--- config.mk ---
export PLATFORM = sky130hd
export DESIGN_NAME = freq_meas_scheduler
export DESIGN_NICKNAME = d
export VERILOG_FILES = /design/src/rtl/freq_meas_pkg.sv /design/src/rtl/freq_sync_edge.sv /design/src/rtl/freq_meas_scheduler.sv
export SDC_FILE = /design/constraint.sdc
export NUM_CORES = 1
export LEC_CHECK = 0
export CAP_MARGIN = 20
export CORE_MARGIN = 2
export CORE_UTILIZATION = 50
export CTS_CLUSTER_SIZE = 28
export DETAILED_ROUTE_END_ITERATION = 10
export GPL_ROUTABILITY_DRIVEN = 1
export PLACE_DENSITY = 0.74
export SLEW_MARGIN = 10
export SYNTH_ARGS = -nofsm -noshare
export SYNTH_HDL_FRONTEND = slang
export SYNTH_SLANG_ARGS = --single-unit
--- constraint.sdc ---
create_clock -name clk -period 4.55 [get_ports clk]
set_input_delay 0.91 -clock clk [delete_from_list [all_inputs] [get_ports clk]]
set_output_delay 0.91 -clock clk [all_outputs]
set_load 0.01 [all_outputs]
--- src/rtl/freq_meas_pkg.sv ---
// ---------------------------------------------------------------------------
// freq_meas_pkg
// Shared definitions for the round-robin period measurement block:
//   - state_t     : scheduler state encoding (IDLE/ARM/MEASURE/STORE)
//   - DEF_*       : default channel count, result width and edge timeout
//   - ch_idx_w()  : width of a channel index for a given channel count
// ---------------------------------------------------------------------------
package freq_meas_pkg;

   typedef enum logic [1:0] {
      ST_IDLE    = 2'd0,
      ST_ARM     = 2'd1,
      ST_MEASURE = 2'd2,
      ST_STORE   = 2'd3
   } state_t;

   localparam int DEF_NCH     = 4;
   localparam int DEF_CW      = 16;
   localparam int DEF_TIMEOUT = 50000;

   // Width needed to hold a channel index 0..n-1 (never less than one bit).
   function automatic int ch_idx_w(input int n);
      return (n <= 1) ? 1 : $clog2(n);
   endfunction

endpackage

--- src/rtl/freq_sync_edge.sv ---
// ---------------------------------------------------------------------------
// freq_sync_edge
// Three-flop synchronizer for one asynchronous feedback pin plus a
// rising-edge detector on the two settled flops. The edge pulse is one clk
// wide and lags the pin by 2-3 clk cycles.
// Ports:
//   clk     in   system clock
//   reset   in   synchronous active-high reset, clears the shift register
//   i_sig   in   asynchronous input pin
//   o_rise  out  one-cycle pulse on a synchronized 0->1 transition
// ---------------------------------------------------------------------------
module freq_sync_edge (
   input  logic clk,
   input  logic reset,
   input  logic i_sig,
   output logic o_rise
);

   logic [2:0] r_sr;

   // Shift the pin through the synchronizer chain.
   always_ff @(posedge clk) begin
      if (reset) begin
         r_sr <= 3'b000;
      end else begin
         r_sr <= {r_sr[1:0], i_sig};
      end
   end

   // r_sr[0] may be metastable; only the two later stages feed the detector.
   assign o_rise = (r_sr[2:1] == 2'b01);

endmodule

--- src/rtl/freq_meas_scheduler.sv ---
// ---------------------------------------------------------------------------
// freq_meas_scheduler
// Time-shares one period counter across NCH feedback inputs. Each channel is
// armed in turn, one full rising-to-rising period is counted, and the result
// is written to that channel's register before moving to the next channel.
// A channel that shows no edge within TIMEOUT cycles (in either the arm or
// the measure phase) stores period 0 with valid cleared.
// Ports:
//   clk          in   system clock
//   reset        in   synchronous active-high reset
//   enable       in   scheduler run enable; dropping it aborts the channel
//   signals      in   NCH asynchronous feedback pins
//   period_flat  out  NCH*CW packed periods, channel i at [i*CW +: CW]
//   valid        out  per-channel result valid
//   upd_stb      out  one-cycle pulse when a channel result is written
//   upd_ch       out  channel written at upd_stb
//   busy         out  high while arming or measuring
// ---------------------------------------------------------------------------
module freq_meas_scheduler
   import freq_meas_pkg::*;
#(
   parameter int NCH     = DEF_NCH,
   parameter int CW      = DEF_CW,
   parameter int TIMEOUT = DEF_TIMEOUT
) (
   input  logic                      clk,
   input  logic                      reset,
   input  logic                      enable,
   input  logic [NCH-1:0]            signals,
   output logic [NCH*CW-1:0]         period_flat,
   output logic [NCH-1:0]            valid,
   output logic                      upd_stb,
   output logic [ch_idx_w(NCH)-1:0]  upd_ch,
   output logic                      busy
);

   localparam int               CHW     = ch_idx_w(NCH);
   localparam logic [CW-1:0]    TO_LAST = CW'(TIMEOUT - 1);
   localparam logic [CW-1:0]    CNT_MAX = {CW{1'b1}};
   localparam logic [CW-1:0]    CNT_ONE = {{(CW-1){1'b0}}, 1'b1};
   localparam logic [CW-1:0]    CNT_ZRO = {CW{1'b0}};
   localparam logic [CHW-1:0]   CH_LAST = CHW'(NCH - 1);
   localparam logic [CHW-1:0]   CH_ONE  = {{(CHW-1){1'b0}}, 1'b1};
   localparam logic [CHW-1:0]   CH_ZRO  = {CHW{1'b0}};

   logic [NCH-1:0] w_rise;

   state_t         r_state;
   state_t         w_state_nxt;
   logic [CHW-1:0] r_ch;
   logic [CW-1:0]  r_cnt;
   logic [CW-1:0]  w_cnt_nxt;
   logic [CW-1:0]  r_timer;
   logic [CW-1:0]  w_timer_nxt;
   logic [CW-1:0]  r_result;
   logic [CW-1:0]  w_result_nxt;
   logic           r_ok;
   logic           w_ok_nxt;

   logic [CW-1:0]  r_period [NCH];
   logic [NCH-1:0] r_valid;
   logic           r_upd_stb;
   logic [CHW-1:0] r_upd_ch;
   logic           r_busy;

   logic           w_rise_sel;
   logic           w_timeout;

   // Free-running synchronizers: every channel is always tracked so the
   // selected one is settled the moment the scheduler switches to it.
   genvar gi;
   generate
      for (gi = 0; gi < NCH; gi++) begin : g_ch
         freq_sync_edge u_sync (
            .clk    (clk),
            .reset  (reset),
            .i_sig  (signals[gi]),
            .o_rise (w_rise[gi])
         );
         assign period_flat[gi*CW +: CW] = r_period[gi];
      end
   endgenerate

   assign w_rise_sel = w_rise[r_ch];
   assign w_timeout  = (r_timer == TO_LAST);

   // Next-state and shared counter/timer update for the scheduler FSM.
   always_comb begin
      w_state_nxt  = r_state;
      w_cnt_nxt    = r_cnt;
      w_timer_nxt  = r_timer;
      w_result_nxt = r_result;
      w_ok_nxt     = r_ok;
      case (r_state)
         ST_IDLE: begin
            if (enable) begin
               w_state_nxt = ST_ARM;
               w_timer_nxt = CNT_ZRO;
            end else begin
               w_state_nxt = ST_IDLE;
            end
         end
         ST_ARM: begin
            if (!enable) begin
               w_state_nxt = ST_IDLE;
            end else if (w_rise_sel) begin
               // The arming edge is cycle 0 of the period, so the count
               // starts at 1 on the following cycle.
               w_cnt_nxt   = CNT_ONE;
               w_timer_nxt = CNT_ZRO;
               w_state_nxt = ST_MEASURE;
            end else if (w_timeout) begin
               w_result_nxt = CNT_ZRO;
               w_ok_nxt     = 1'b0;
               w_state_nxt  = ST_STORE;
            end else begin
               w_timer_nxt = r_timer + CNT_ONE;
            end
         end
         ST_MEASURE: begin
            if (!enable) begin
               w_state_nxt = ST_IDLE;
            end else if (w_rise_sel) begin
               // Edge is checked before timeout so a period of exactly
               // TIMEOUT cycles is still a valid measurement.
               w_result_nxt = r_cnt;
               w_ok_nxt     = 1'b1;
               w_state_nxt  = ST_STORE;
            end else if (w_timeout) begin
               w_result_nxt = CNT_ZRO;
               w_ok_nxt     = 1'b0;
               w_state_nxt  = ST_STORE;
            end else begin
               if (r_cnt != CNT_MAX) begin
                  w_cnt_nxt = r_cnt + CNT_ONE;
               end else begin
                  w_cnt_nxt = r_cnt;
               end
               w_timer_nxt = r_timer + CNT_ONE;
            end
         end
         ST_STORE: begin
            w_timer_nxt = CNT_ZRO;
            if (enable) begin
               w_state_nxt = ST_ARM;
            end else begin
               w_state_nxt = ST_IDLE;
            end
         end
         default: begin
            w_state_nxt = ST_IDLE;
         end
      endcase
   end

   // FSM state, shared counter/timer, pending result and channel pointer.
   always_ff @(posedge clk) begin
      if (reset) begin
         r_state  <= ST_IDLE;
         r_cnt    <= CNT_ZRO;
         r_timer  <= CNT_ZRO;
         r_result <= CNT_ZRO;
         r_ok     <= 1'b0;
         r_ch     <= CH_ZRO;
      end else begin
         r_state  <= w_state_nxt;
         r_cnt    <= w_cnt_nxt;
         r_timer  <= w_timer_nxt;
         r_result <= w_result_nxt;
         r_ok     <= w_ok_nxt;
         if (r_state == ST_STORE) begin
            r_ch <= (r_ch == CH_LAST) ? CH_ZRO : (r_ch + CH_ONE);
         end else begin
            r_ch <= r_ch;
         end
      end
   end

   // Result bank, update strobe and busy flag (all registered outputs).
   always_ff @(posedge clk) begin
      if (reset) begin
         for (int i = 0; i < NCH; i++) begin
            r_period[i] <= CNT_ZRO;
         end
         r_valid   <= {NCH{1'b0}};
         r_upd_stb <= 1'b0;
         r_upd_ch  <= CH_ZRO;
         r_busy    <= 1'b0;
      end else begin
         // Busy follows the state being entered so it lines up with ARM/MEASURE.
         r_busy <= (w_state_nxt == ST_ARM) || (w_state_nxt == ST_MEASURE);
         if (r_state == ST_STORE) begin
            r_period[r_ch] <= r_result;
            r_valid[r_ch]  <= r_ok;
            r_upd_stb      <= 1'b1;
            r_upd_ch       <= r_ch;
         end else begin
            r_upd_stb      <= 1'b0;
         end
      end
   end

   assign valid   = r_valid;
   assign upd_stb = r_upd_stb;
   assign upd_ch  = r_upd_ch;
   assign busy    = r_busy;

endmodule

Word-level counts from Yosys, hierarchy flattened --
Memories as Yosys holds them, arrays and structs flattened. Cells that the tools add are included.
Word-level totals: bits in latches 0, logic and storage cells 96, output and inout port bits 72, input bits 7, memories 1, memory bits (read-only) 0, register bits 73, bits in writable memories 64
Operators by class: bitwise operators 0, reduce and logical (&&, ||, !) cells 9, muxes and demuxes 47, multiply operators 0, equal/unequal tests 20, shift-type cells 0, div/mod/pow operators 0, add/sub/neg operators 3, $lt $le $gt $ge 2
Memories:
- r_period | words 4, bits a word 16, read ports 4, clocked after Yosys merged registers in 0, wr ports 4, line freq_meas_scheduler.sv:60 | logic [CW-1:0] r_period [NCH];
Operators by type and width (number):
- 16-bit two-way mux | 18
- 16-bit case mux with 2 select lines | 2
- 16-bit case mux with 4 select lines | 1
- 16-bit by 1-bit adder with 16-bit output (second input constant) | 2
- 16-bit equality test (second input constant) | 1
- 16-bit != test (second input constant) | 1
- 2-bit != test (second input constant) | 8
- 16-bit OR reduction | 1
- 1-bit two-way mux | 14
- 2-bit two-way mux | 7
- 2-bit by 1-bit equality test with 1-bit output (second input constant) | 6
- 2-bit equality test (second input constant) | 4
- 4-bit AND reduction | 2
- 7-bit AND reduction | 1
- 2-bit case mux with 3 select lines | 1
- 4-bit bitwise mux | 1
- 2-bit by 3-bit less-than comparator with 1-bit output (second input constant) | 1
- 2-bit by 1-bit adder with 2-bit output (second input constant) | 1
- 1-bit binary-select mux with 2-bit select | 1
- 1-bit demux with 2-bit select | 1
- 2-bit by 1-bit >= comparator with 1-bit output (second input constant) | 1
- 2-bit zero test | 1
- 1-bit case mux with 2 select lines | 1
- 2-bit nonzero test | 1
- 3 further kinds | 3

Depth between registers and ports, before layout --
word-level depth 8, mapped depth 10, depth with buffers taken out 8

By module --
Synthesis repeated with hierarchy kept, for this count alone.
Second synthesis, totals: cell total of the unflattened synthesis 489, area, all modules 5542.8 sq um
Modules (own cells, without submodules):
- freq_meas_scheduler | cells each 461, instances 1, area an instance 5192.5 sq um, seq. area each 3143.0 sq um
- freq_sync_edge | cells each 7, instances 4, area an instance 87.6 sq um, seq. area each 60.1 sq um

Worst setup path before layout --
OpenSTA, ideal clock, no wires.
kind flip-flop to flip-flop, from register r_state[0], to memory r_period[2][0] (netlist bit), enable pin, clock period less this slack 2563 ps, buffers on the path 1, arrival time 2152 ps, data required time 4139 ps, cell stages (with the launch flop) 5, library setup time 411 ps, setup slack 1987 ps, path through dfxtp_1 ha_1 clkbuf_1 nand2_1 o21ai_0
RTL lines:
- from (decl) | line freq_meas_scheduler.sv:48 | state_t r_state;
- from (signal assigned) | line freq_meas_scheduler.sv:166 | r_state <= w_state_nxt;
- to (decl) | line freq_meas_scheduler.sv:60

Worst setup path after layout --
from register r_ch[0], to register r_cnt[10]
Between the ends: longest elaborated chain between the ends 4, elaborated cells between the ends (all ways) 5, classes of those cells eq/ne: 2; mux: 2; reduce/logical: 1
RTL lines:
- from (decl) | line freq_meas_scheduler.sv:50 | logic [CHW-1:0] r_ch;
- from (signal assigned) | line freq_meas_scheduler.sv:172 | r_ch <= (r_ch == CH_LAST) ? CH_ZRO : (r_ch + CH_ONE);
- from (signal assigned) | line freq_meas_scheduler.sv:174 | r_ch <= r_ch;
- 1-bit binary-select mux with 2-bit select * | line freq_meas_scheduler.sv:84 | assign w_rise_sel = w_rise[r_ch];
- 1-bit two-way mux (implied by the code) * | line freq_meas_scheduler.sv:84
- 2-bit != test (no source line)
- 7-bit AND reduction (no source line) *
- to (signal assigned) | line freq_meas_scheduler.sv:167 | r_cnt <= w_cnt_nxt;
- to (decl) | line freq_meas_scheduler.sv:51 | logic [CW-1:0] r_cnt;
Every way passes the cells marked *; elsewhere a longest branch is shown, timed or not. The select of a mux whose other input is x is not followed. A chain may end at the register's enable or synchronous reset.

==> metrics <==
Post-synth ARST share 0; P&R area growth vs syn 26.5%; die span in x 110 um; predominant post-synthesis flop cell dfxtp_1; crit-path cells and4bb_1, nor4_4, mux2i_1, nand2_1, or4_1, a21oi_1; FF-to-FF End r_cnt[10]$_SDFFE_PP0P_; FF-to-FF Start r_ch[0]$_SDFFE_PP0P_; max_cap viols 0; Layout Cells excl Fill 747; Mapped Area 5640 um2; DIE HEIGHT 110 um; P_sw 0.628 mW; #FFs+latches synth 137; EDFF count, synth 64; fin util 0.652; Hold Violations, Final 0; Setup crit start kind flop; PwrDens 396 nW/um2; Sw Ratio 0.222; initial antenna violation count 0; Pre-antenna DRT Iters 5; Hold WC Path Type reg -> reg; r2r setup slk 1.09 ns; Setup TNS 0 ns; core area 10,900 um2; status complete, no violations; # rows 38; Synth top cells by count dfxtp_1, edfxtp_1, nand2_1; post-DP HPWL 8.02 mm; crit path capture type flop; syn avg cell area 11.0 um2; CP required 4.88 ns; CTS Buffer Depth 2; Total GRT Usage 0.213; CTS tree done; pin count of the biggest net entering global routing 30; detailed router's first-iteration violation count 300; critical path class reg -> reg; most area-consuming cells after synthesis edfxtp_1, dfxtp_1, and2_1, nand2_1, and3_1; min Tclk post-route 3.46 ns; # IOs 79; Comb power frac 0.046; signal arrival time at the worst endpoint 3.79 ns; Worst Skew 0.00922 ns; post-synth top area share 0.341; Residual DRC 0; clock sink count 137; post-synthesis instance total 514; routed len/inst 16.1 um; post_cts resized 0; # Post-CTS Setup Buffers 0; GR Overflow Total 0; actual slew at the worst max-slew pin 1.05 ns; Peak Freq 289 MHz; DR vias 4,053; DP Cell Count 715; sequential fraction of the synthesis area 0.600; Max stage delay cell, worst path mux2i_1; count of pins over their slew limit 0; Post-Synthesis Net Count 531; GPL Wtd Cong 0.891; Skew-Pair Late Insertion Delay 0.41 ns; Num CTS Buffers 17; Int Pwr 2.20 mW; top-count cell post-synth dfxtp_1; Ant. Diodes 0; fin nets 611; Hold Path Depth 1; Via density 5.43; hold worst-path end g_ch[3].u_sync.r_sr[1]$_SDFF_PP0_; Yosys Warn Count 0; Port Buffer Count 78; layout cells sized above 1 0.0923; Tcrit/Tclk final 0.760; H-Tree Depth 4; Worst path max stage delay 0.94 ns; clock share of power 0.484; unrepaired setup endpoints after global routing no; Root Buffer Master clkbuf_16; Slew HR 0.279; Routed WL 12.0 mm; Antenna Violating Nets Remaining 0; endpoints failing setup 0; worst-path fanout max 14; Total Die Area 12,100 um2; part of the power in registers 0.470; Worst VDD drop 0.235 mV; number of global-route vias before repair 4,022; hold buffers post-CTS 0; Pleak 2.57 nW; Worst-path clk slew 0.06 ns; Synth cell types 50; FF-to-FF path depth 6; Starting Density 0.515; first-pass GRT wire length 19.6 mm; cell taking the most area after synthesis edfxtp_1; hold_sp g_ch[3].u_sync.r_sr[0]$_SDFF_PP0_
-- worst max path at each step --
stage                              endpoint  slack (ns)                  start  cells after the start
2_1_floorplan  r_period[2][0]$_SDFFCE_PN0P_        1.99  r_state[0]$_SDFF_PP0_                      4
3_3_place_gp         r_cnt[13]$_SDFFE_PP0P_        1.22                 enable                      6
3_5_place_dp         r_cnt[13]$_SDFFE_PP0P_        1.12                 enable                      6
4_1_cts              r_cnt[13]$_SDFFE_PP0P_        1.10   r_ch[0]$_SDFFE_PP0P_                      6
5_1_grt              r_cnt[13]$_SDFFE_PP0P_        0.79   r_ch[0]$_SDFFE_PP0P_                      6
6_report             r_cnt[10]$_SDFFE_PP0P_        1.09   r_ch[0]$_SDFFE_PP0P_                      6
-- stage by stage --
stage / power (mW) / hold slack, ns / instance area (um2) / setup WS [ns]
6_report: 2.83 / 0.436 / 7130 / 1.09
5_1_grt: 2.92 / 0.455 / 7130 / 0.792
4_1_cts: 2.84 / 0.443 / 7130 / 1.10
3_5_place_dp: 1.49 / 0.424 / 6540 / 1.12
3_3_place_gp: 1.48 / 0.426 / 6540 / 1.22
2_1_floorplan: 1.41 / 0.414 / 5640 / 1.99
-- sequential cells by signal, summed over array words and instances (netlist names), 2 cells and up --
signal,flops
g_ch.u_sync.r_sr,12
r_ch,2
r_cnt,16
r_period,64
r_result,16
r_state,2
r_timer,16
upd_ch,2
valid,4
-- power groups by stage --
| stage | registers [mW] | logic, mW | clock network, mW |
|---|---|---|---|
| floorplan | 1.37 | 0.0478 | 0 |
| global placement | 1.35 | 0.127 | 0 |
| detailed placement | 1.36 | 0.131 | 0 |
| CTS | 1.33 | 0.131 | 1.38 |
| global route | 1.33 | 0.141 | 1.45 |
| finish | 1.33 | 0.130 | 1.37 |
-- area by class of cell --
type                    count  area (um2)
fillers                   836        3810
well taps                 140         175
clock buffers              17         425
clock inverters            15         168
inverters                   7        26.3
multi-input cells         345        2110
repair buffers             86         841
flip-flops and latches    137        3380
-- cell families (layout without fill, tap and decap cells) --
| logic type | count (synthesis) | in the layout | synth area share |
|---|---|---|---|
| buffers and inverters | 32 | 125 | 0.0266 |
| flip-flops | 137 | 137 | 0.600 |
| AO/OA/AOI/OAI | 50 | 50 | 0.0519 |
| AND/OR/NAND/NOR | 257 | 257 | 0.255 |
| adder cells (fa/ha/maj) | 10 | 10 | 0.0222 |
| multiplexers | 4 | 4 | 0.00710 |
| XOR/XNOR | 24 | 24 | 0.0373 |
-- routing by layer --
layer / wire length, um / share of wire / global-route usage
met1: 5120 / 0.43 / 0.260
met4: 134 / 0.011 / 0.0750
met2: 6120 / 0.51 / 0.373
met5: 0 / 0 / 0
met3: 626 / 0.052 / 0.0447
-- cells in the final DEF, fill, tap and decap left out, types with 4 or more instances in the layout --
master,count
clkinvlp_4,5
and2_1,48
nor4_1,6
o21ai_0,7
buf_4,8
mux2i_1,4
xnor2_1,8
nor2b_1,15
nand2_1,58
inv_6,6
clkbuf_16,17
nand4_1,8
nand3_1,18
dfxtp_1,73
a21oi_1,30
edfxtp_1,64
nand3b_1,4
inv_1,7
nor3_1,8
ha_1,10
xor2_1,16
and3_1,26
nor2_1,38
clkdlybuf4s50_1,78
-- critical path: cells and delay by family (launching register included) --
| kind | cells | cell delay [ns] |
|---|---|---|
| and+or+nand+nor | 4 | 1.66 |
| muxes | 1 | 0.94 |
| AOI/OAI and AO/OA | 1 | 0.16 |
| DFF | 1 | 0.60 |
Note: power is estimated with default switching activity, not from simulation.
